### src/rtl/jtcop_mcu_pkg.sv
// Shared types and helpers for the cop 68000 <-> i8751 port-0 bridge.
package jtcop_mcu_pkg;

  typedef enum logic [1:0] {
    IDLE   = 2'd0,
    ASSERT = 2'd1,
    ACKED  = 2'd2
  } int_st_t;

  function automatic int lanes(input int dw);
    return dw / 8;
  endfunction

endpackage

### src/rtl/jtcop_mcu_fifo.sv
// Host command FIFO: registered count/flags, combinational head, overflow detect.
module jtcop_mcu_fifo #(
  parameter int DW    = 16,
  parameter int DEPTH = 4,
  parameter int AW    = 2
) (
  input  logic          clk,
  input  logic          rst,
  input  logic [DW-1:0] din,
  input  logic          push,
  input  logic          pop,
  output logic [DW-1:0] head,
  output logic [AW:0]   cnt,
  output logic          empty,
  output logic          full,
  output logic          push_ok,
  output logic          pop_ok,
  output logic          ovf_set
);

  logic [DW-1:0] mem [DEPTH];
  logic [AW-1:0] wr_ptr, rd_ptr;
  logic [AW:0]   cnt_nxt;

  // A pop frees the slot in the same cycle, so a push to a full FIFO is legal then.
  assign pop_ok  = pop & ~empty;
  assign push_ok = push & (~full | pop_ok);
  assign ovf_set = push & full & ~pop_ok;
  assign head    = mem[rd_ptr];
  assign cnt_nxt = cnt + {{AW{1'b0}}, push_ok} - {{AW{1'b0}}, pop_ok};

  always_ff @(posedge clk)
    if (push_ok) mem[wr_ptr] <= din;

  always_ff @(posedge clk or posedge rst) begin
    if (rst) begin
      wr_ptr <= '0;
      rd_ptr <= '0;
      cnt    <= '0;
      empty  <= 1'b1;
      full   <= 1'b0;
    end else begin
      if (push_ok) wr_ptr <= wr_ptr + 1'b1;
      if (pop_ok)  rd_ptr <= rd_ptr + 1'b1;
      cnt   <= cnt_nxt;
      empty <= cnt_nxt == '0;
      full  <= cnt_nxt == (AW+1)'(DEPTH);
    end
  end

endmodule

### src/rtl/jtcop_mcu_bridge.sv
// 68000 -> i8751 port-0 bridge: command FIFO, byte-lane read/write muxing, int1n FSM.
module jtcop_mcu_bridge
  import jtcop_mcu_pkg::*;
#(
  parameter int DW    = 16,
  parameter int DEPTH = 4,
  parameter int AW    = 2,
  parameter int LW    = 1
) (
  input  logic          clk,
  input  logic          rst,
  input  logic [DW-1:0] host_din,
  input  logic          host_we,
  output logic          host_full,
  output logic [DW-1:0] host_dout,
  output logic          host_upd,
  output logic          ovf,
  input  logic [7:0]    mcu_p0o,
  output logic [7:0]    mcu_p0i,
  input  logic [LW-1:0] mcu_lane,
  input  logic          mcu_rd,
  input  logic          mcu_wr,
  input  logic          mcu_pop,
  input  logic          mcu_ack,
  output logic          mcu_intn,
  output logic          fifo_empty,
  output logic [AW:0]   fifo_cnt
);

  localparam int NL = lanes(DW);

  logic [DW-1:0]        head;
  logic [NL-1:0][7:0]   head_b, dout_q;
  logic                 push_ok, pop_ok, ovf_set, ack_d;
  int_st_t              st, st_nxt;
  logic                 pending, pend_nxt, popped, popped_nxt;

  jtcop_mcu_fifo #(.DW(DW), .DEPTH(DEPTH), .AW(AW)) u_fifo (
    .clk     (clk),
    .rst     (rst),
    .din     (host_din),
    .push    (host_we),
    .pop     (mcu_pop),
    .head    (head),
    .cnt     (fifo_cnt),
    .empty   (fifo_empty),
    .full    (host_full),
    .push_ok (push_ok),
    .pop_ok  (pop_ok),
    .ovf_set (ovf_set)
  );

  assign head_b    = head;
  assign host_dout = dout_q;

  // Lane reads beyond the word width hold the previous byte.
  always_ff @(posedge clk or posedge rst) begin
    if (rst) begin
      mcu_p0i  <= '0;
      dout_q   <= '0;
      host_upd <= 1'b0;
      ovf      <= 1'b0;
      ack_d    <= 1'b0;
    end else begin
      if (mcu_rd && int'(mcu_lane) < NL) mcu_p0i <= head_b[mcu_lane];
      for (int i = 0; i < NL; i++)
        if (mcu_wr && mcu_lane == LW'(i)) dout_q[i] <= mcu_p0o;
      host_upd <= mcu_wr && mcu_lane == LW'(NL-1);
      ack_d    <= mcu_ack;
      if (ovf_set)                ovf <= 1'b1;
      else if (mcu_ack && !ack_d) ovf <= 1'b0;
    end
  end

  always_ff @(posedge clk or posedge rst) begin
    if (rst) begin
      st      <= IDLE;
      pending <= 1'b0;
      popped  <= 1'b0;
    end else begin
      st      <= st_nxt;
      pending <= pend_nxt;
      popped  <= popped_nxt;
    end
  end

  always_comb begin
    st_nxt     = st;
    pend_nxt   = pending;
    popped_nxt = popped;
    if (push_ok && (mcu_ack || st == ACKED)) pend_nxt = 1'b1;
    if (pop_ok && st == ACKED) popped_nxt = 1'b1;
    case (st)
      IDLE: if (!fifo_empty) begin
        st_nxt = mcu_ack ? ACKED : ASSERT;
        if (!mcu_ack) pend_nxt = 1'b0;
      end
      ASSERT: begin
        if (mcu_ack)         st_nxt = ACKED;
        else if (fifo_empty) st_nxt = IDLE;
      end
      ACKED: if (!mcu_ack) begin
        st_nxt     = (pending || (popped && !fifo_empty)) ? ASSERT : IDLE;
        pend_nxt   = 1'b0;
        popped_nxt = 1'b0;
      end
      default: st_nxt = IDLE;
    endcase
  end

  // Ack masks the line immediately so int1n is never low while acknowledged.
  assign mcu_intn = !(st == ASSERT) || mcu_ack;

endmodule

### config.mk
export PLATFORM = sky130hd
export DESIGN_NAME = jtcop_mcu_bridge
export DESIGN_NICKNAME = d
export VERILOG_FILES = /design/src/rtl/jtcop_mcu_pkg.sv /design/src/rtl/jtcop_mcu_fifo.sv /design/src/rtl/jtcop_mcu_bridge.sv
export SDC_FILE = /design/constraint.sdc
export NUM_CORES = 1
export LEC_CHECK = 0
export ABC_AREA = 1
export CAP_MARGIN = 15
export CORE_ASPECT_RATIO = 0.75
export CORE_MARGIN = 10
export CORE_UTILIZATION = 44
export DETAILED_ROUTE_END_ITERATION = 6
export GPL_TIMING_DRIVEN = 0
export PLACE_DENSITY = 0.7
export SLEW_MARGIN = 20
export SYNTH_ARGS = -nofsm -noshare
export SYNTH_HDL_FRONTEND = slang
export SYNTH_SLANG_ARGS = --single-unit
### constraint.sdc
create_clock -name clk -period 2.4 [get_ports clk]
set_input_delay 0.48 -clock clk [delete_from_list [all_inputs] [get_ports clk]]
set_output_delay 0.48 -clock clk [all_outputs]
set_load 0.02 [all_outputs]
==> run_results.csv, run 1 <==
group,metric,value,unit
final_layout,layout-drive-gt1-share,9.13,%
die,dieWidth,135,microns
final_layout,final_nets,538,
placement,numPortBuffers,61,
sta,setup-violations-final,0,
power,peakVddDrop,826,uV
sta,max_freq,432,MHz
routing,avgRoutedWirePerCell,15.6,microns
routing,drc,0,
sta,relSlewSlack,63.8,%
final_layout,fin_util,57.5,%
yosys,yosysSeqAreaShare,66.4,%
worst_setup_path,crit_family,"buffers and inverters",
clock_network,root_buffer,"clkbuf_16",
worst_setup_path,cp_cell_sequence,"clkdlybuf4s50_1, inv_1, nand2_1, clkdlybuf4s50_1",
routing,num_vias,3010,
clock_network,cts_tree,"built",
worst_setup_path,worstSetupPathType,"in -> out",
worst_setup_path,crit_path_end_kind,"output port",
worst_setup_path,path_common_cell,"clkdlybuf4s50_1",
clock_network,numCtsBuffers,9,
placement,place.detailed.hpwl,7240,microns
sta,worst_slew_pin_slew,0.542,ns
worst_setup_path,cp_slowest_stage_delay,0.61,ns
routing,viasPerCell,4.73,
clock_network,post_cts_resized,0,
final_layout,num_antenna_cells,0,
worst_setup_path,start_kind,"input pin",
grt,antenna_found_initial,0,
worst_setup_path,rr_worst_depth,11,
die,initial_core_util,45.4,%
clock_network,cts_setup_buffers,0,
grt,grt_max_degree,24,
yosys,ys_ff_latch,104,
yosys,avgSynthCellArea,10.4,sq um
clock_network,cts_max_level,3,
clock_network,clock-sinks,104,
routing,routed_wl,9890,microns
routing,met3_length,692,microns
yosys,netlist_area,4400,sq um
worst_setup_path,worstPathMaxFanout,4,
grt,grt_overflow_total,0,
placement,dp.cells,620,
routing,drt_first_pass_iters,4,
grt,grt_pass1_wl,16300,microns
yosys,syn_inst,422,
worst_setup_path,crit_required,1.92,ns
worst_setup_path,cp.arrival,1.83,ns
outcome,status,"complete, no violations",
sta,fin_tns_setup,0,ns
final_layout,stdcell_count,636,
die,die-area,14400,sq um
clock_network,clk_pin_slew_worst_paths,0.06,ns
yosys,synth.distinct_cells,22,
grt,grt_usage,14.4,%
min_path,hold_class,"in -> async",
clock_network,cts_hold_buf,0,
clock_network,clockBufferDepth,2,
routing,met1_length,4340,microns
die,core,9700,sq um
routing,topRoutingLayerUsed,"met4",
yosys,synth_nets,461,
worst_setup_path,slowest_stage,"clkdlybuf4s50_1",
worst_setup_path,crit_buf_inv,3,
sta,fin_crit,2.31,ns
routing,wl_met2,4760,microns
sta,skew,0.00757,ns
yosys,yosysWarnings,0,
grt,first_global_vias,3088,
final_layout,syn_to_final_growth,26.7,%
power,power.total,0.00617,W
routing,drt-initial-drc-count,218,
routing,postRouteAntennaNets,0,
clock_network,worstSkewPairLatency,0.34,ns
placement,placed_area,5260,sq um
sta,rsz0062_at_grt,"false",
sta,drv_slew,0,
final_layout,finalInstanceArea,5580,sq um
power,power_density,1110,nW/um^2
sta,period_share,96.4,%
sta,hold_viol,0,
die,die_y,107,microns
die,num_io_pins,64,
job,cap_violations,0,
worst_setup_path,crit_cells,4,
placement,place.gp.congestion,0.785,
power,power.leakage,2.53,nW
die,rows,31,
[layer usage]
layer  vias up  track usage, %
met5         -               0
met4         0            3.68
met3        10            4.94
met2        70            23.1
met1      1437            18.3
li1       1493               -
[worst reg2reg max path, delay by kind of cell (launching register included)]
family,cells,cell delay [ns]
adder cells (fa/ha/maj),3,0.84
flip-flops,1,0.55
buffers and inverters,5,0.34
AND/OR/NAND/NOR,3,0.30
[final cells by class]
type | instances | area (sq um)
plain buffers | 14 | 124
clock buffers | 12 | 246
clock inverters | 4 | 67.6
fillers | 853 | 4120
inverters | 82 | 318
multi-input cells | 222 | 1040
flip-flops and latches | 104 | 2920
well taps | 132 | 165
repair buffers | 66 | 687
[worst paths after layout]
kind	from	endpoint	slack [ns]
worst max register to register	u_fifo.empty$_DFF_PP1_	u_fifo.full$_DFF_PP0_	0.27
min in group clk	mcu_p0i[7]$_DFFE_PP0P_	mcu_p0i[7]$_DFFE_PP0P_	0.48
worst max-delay path	mcu_ack	mcu_intn	0.09
worst min register to register	mcu_p0i[7]$_DFFE_PP0P_	mcu_p0i[7]$_DFFE_PP0P_	0.48
max in group asynchronous	rst	u_fifo.empty$_DFF_PP1_	1.38
worst min-delay path	rst	host_dout[10]$_DFFE_PP0P_	0.47
[through the flow]
stage                     setup slack, ns  hold WS, ns
after global routing              0.00749        0.480
after CTS                          0.0698        0.466
after global placement             -0.551        0.463
after floorplan                     0.346        0.454
after detailed placement          -0.0803        0.467
final                              0.0875        0.473
[cell usage in the layout, fill, tap and decap left out, drive strengths merged]
cell,count
edfxtp,64
clkbuf,12
buf,19
nor2,9
dfrtp,39
a21oi,4
nand2,125
nor3,1
fa,1
clkinv,2
nand3,50
bufinv,2
inv,82
and2,1
dfstp,1
clkdlybuf4s50,61
ha,6
o21ai,21
xor2,4
[report_power, final]
group,leakage (nW),switching [W],internal (W),total [W]
clock network,0.152,0.000587,0.000936,0.00152
logic,1.30,0.00130,0.000854,0.00215
registers,1.07,0.000163,0.00233,0.00250
total,2.53,0.00205,0.00412,0.00617
[cell families (layout without fill, tap and decap cells)]
group                    after synthesis  after routing  share of synthesized area, %
AND/OR/NAND/NOR                      186            186                          17.7
flip-flops                           104            104                          66.4
buffers and inverters                 96            178                          10.0
AO/OA/AOI/OAI                         25             25                          2.84
adder cells (fa/ha/maj)                7              7                          2.16
XOR/XNOR                               4              4                         0.796
[state kept, by name (all words and copies together) (netlist names)]
register / count
host_dout: 16
ack_d: 1
mcu_p0i: 8
ovf: 1
u_fifo.full: 1
st: 2
u_fifo.empty: 1
u_fifo.wr_ptr: 2
pending: 1
u_fifo.cnt: 3
host_upd: 1
u_fifo.mem: 64
popped: 1
u_fifo.rd_ptr: 2
[cell usage after synthesis]
master | n | area share [%]
nand2_1 | 121 | 10
inv_6 | 1 | 0.20
nand3_1 | 50 | 5.7
nand2_2 | 3 | 0.43
nand2_4 | 1 | 0.26
a21oi_1 | 4 | 0.45
buf_6 | 7 | 1.8
inv_2 | 2 | 0.17
and2_1 | 1 | 0.14
ha_1 | 6 | 1.7
buf_4 | 4 | 0.68
inv_4 | 2 | 0.28
dfrtp_1 | 39 | 22
edfxtp_1 | 64 | 44
o21ai_0 | 21 | 2.4
fa_1 | 1 | 0.45
nor2_1 | 9 | 0.77
dfstp_2 | 1 | 0.60
inv_1 | 77 | 6.6
buf_2 | 3 | 0.34
nor3_1 | 1 | 0.11
xor2_1 | 4 | 0.80
(Power assumes the default switching activity.)
==> run 2: changes to the inputs <==
==> constraint.sdc (replaced) <==
create_clock -name clk -period 2.4 [get_ports clk]
set_input_delay 0.24 -clock clk [delete_from_list [all_inputs] [get_ports clk]]
set_output_delay 0.24 -clock clk [all_outputs]
set_load 0.02 [all_outputs]
==> results of run 2 <==
Same layout as run 1 (identical final DEF). Status: complete, no violations.
Among the figures that moved: setup slack after placement -0.0803 ns -> 0.160 ns; setup slack after layout 0.0875 ns -> 0.271 ns; hold slack 0.473 ns -> 0.233 ns; start point of the critical path mcu_ack -> u_fifo.empty$_DFF_PP1_; end point of the critical path mcu_intn -> u_fifo.full$_DFF_PP0_
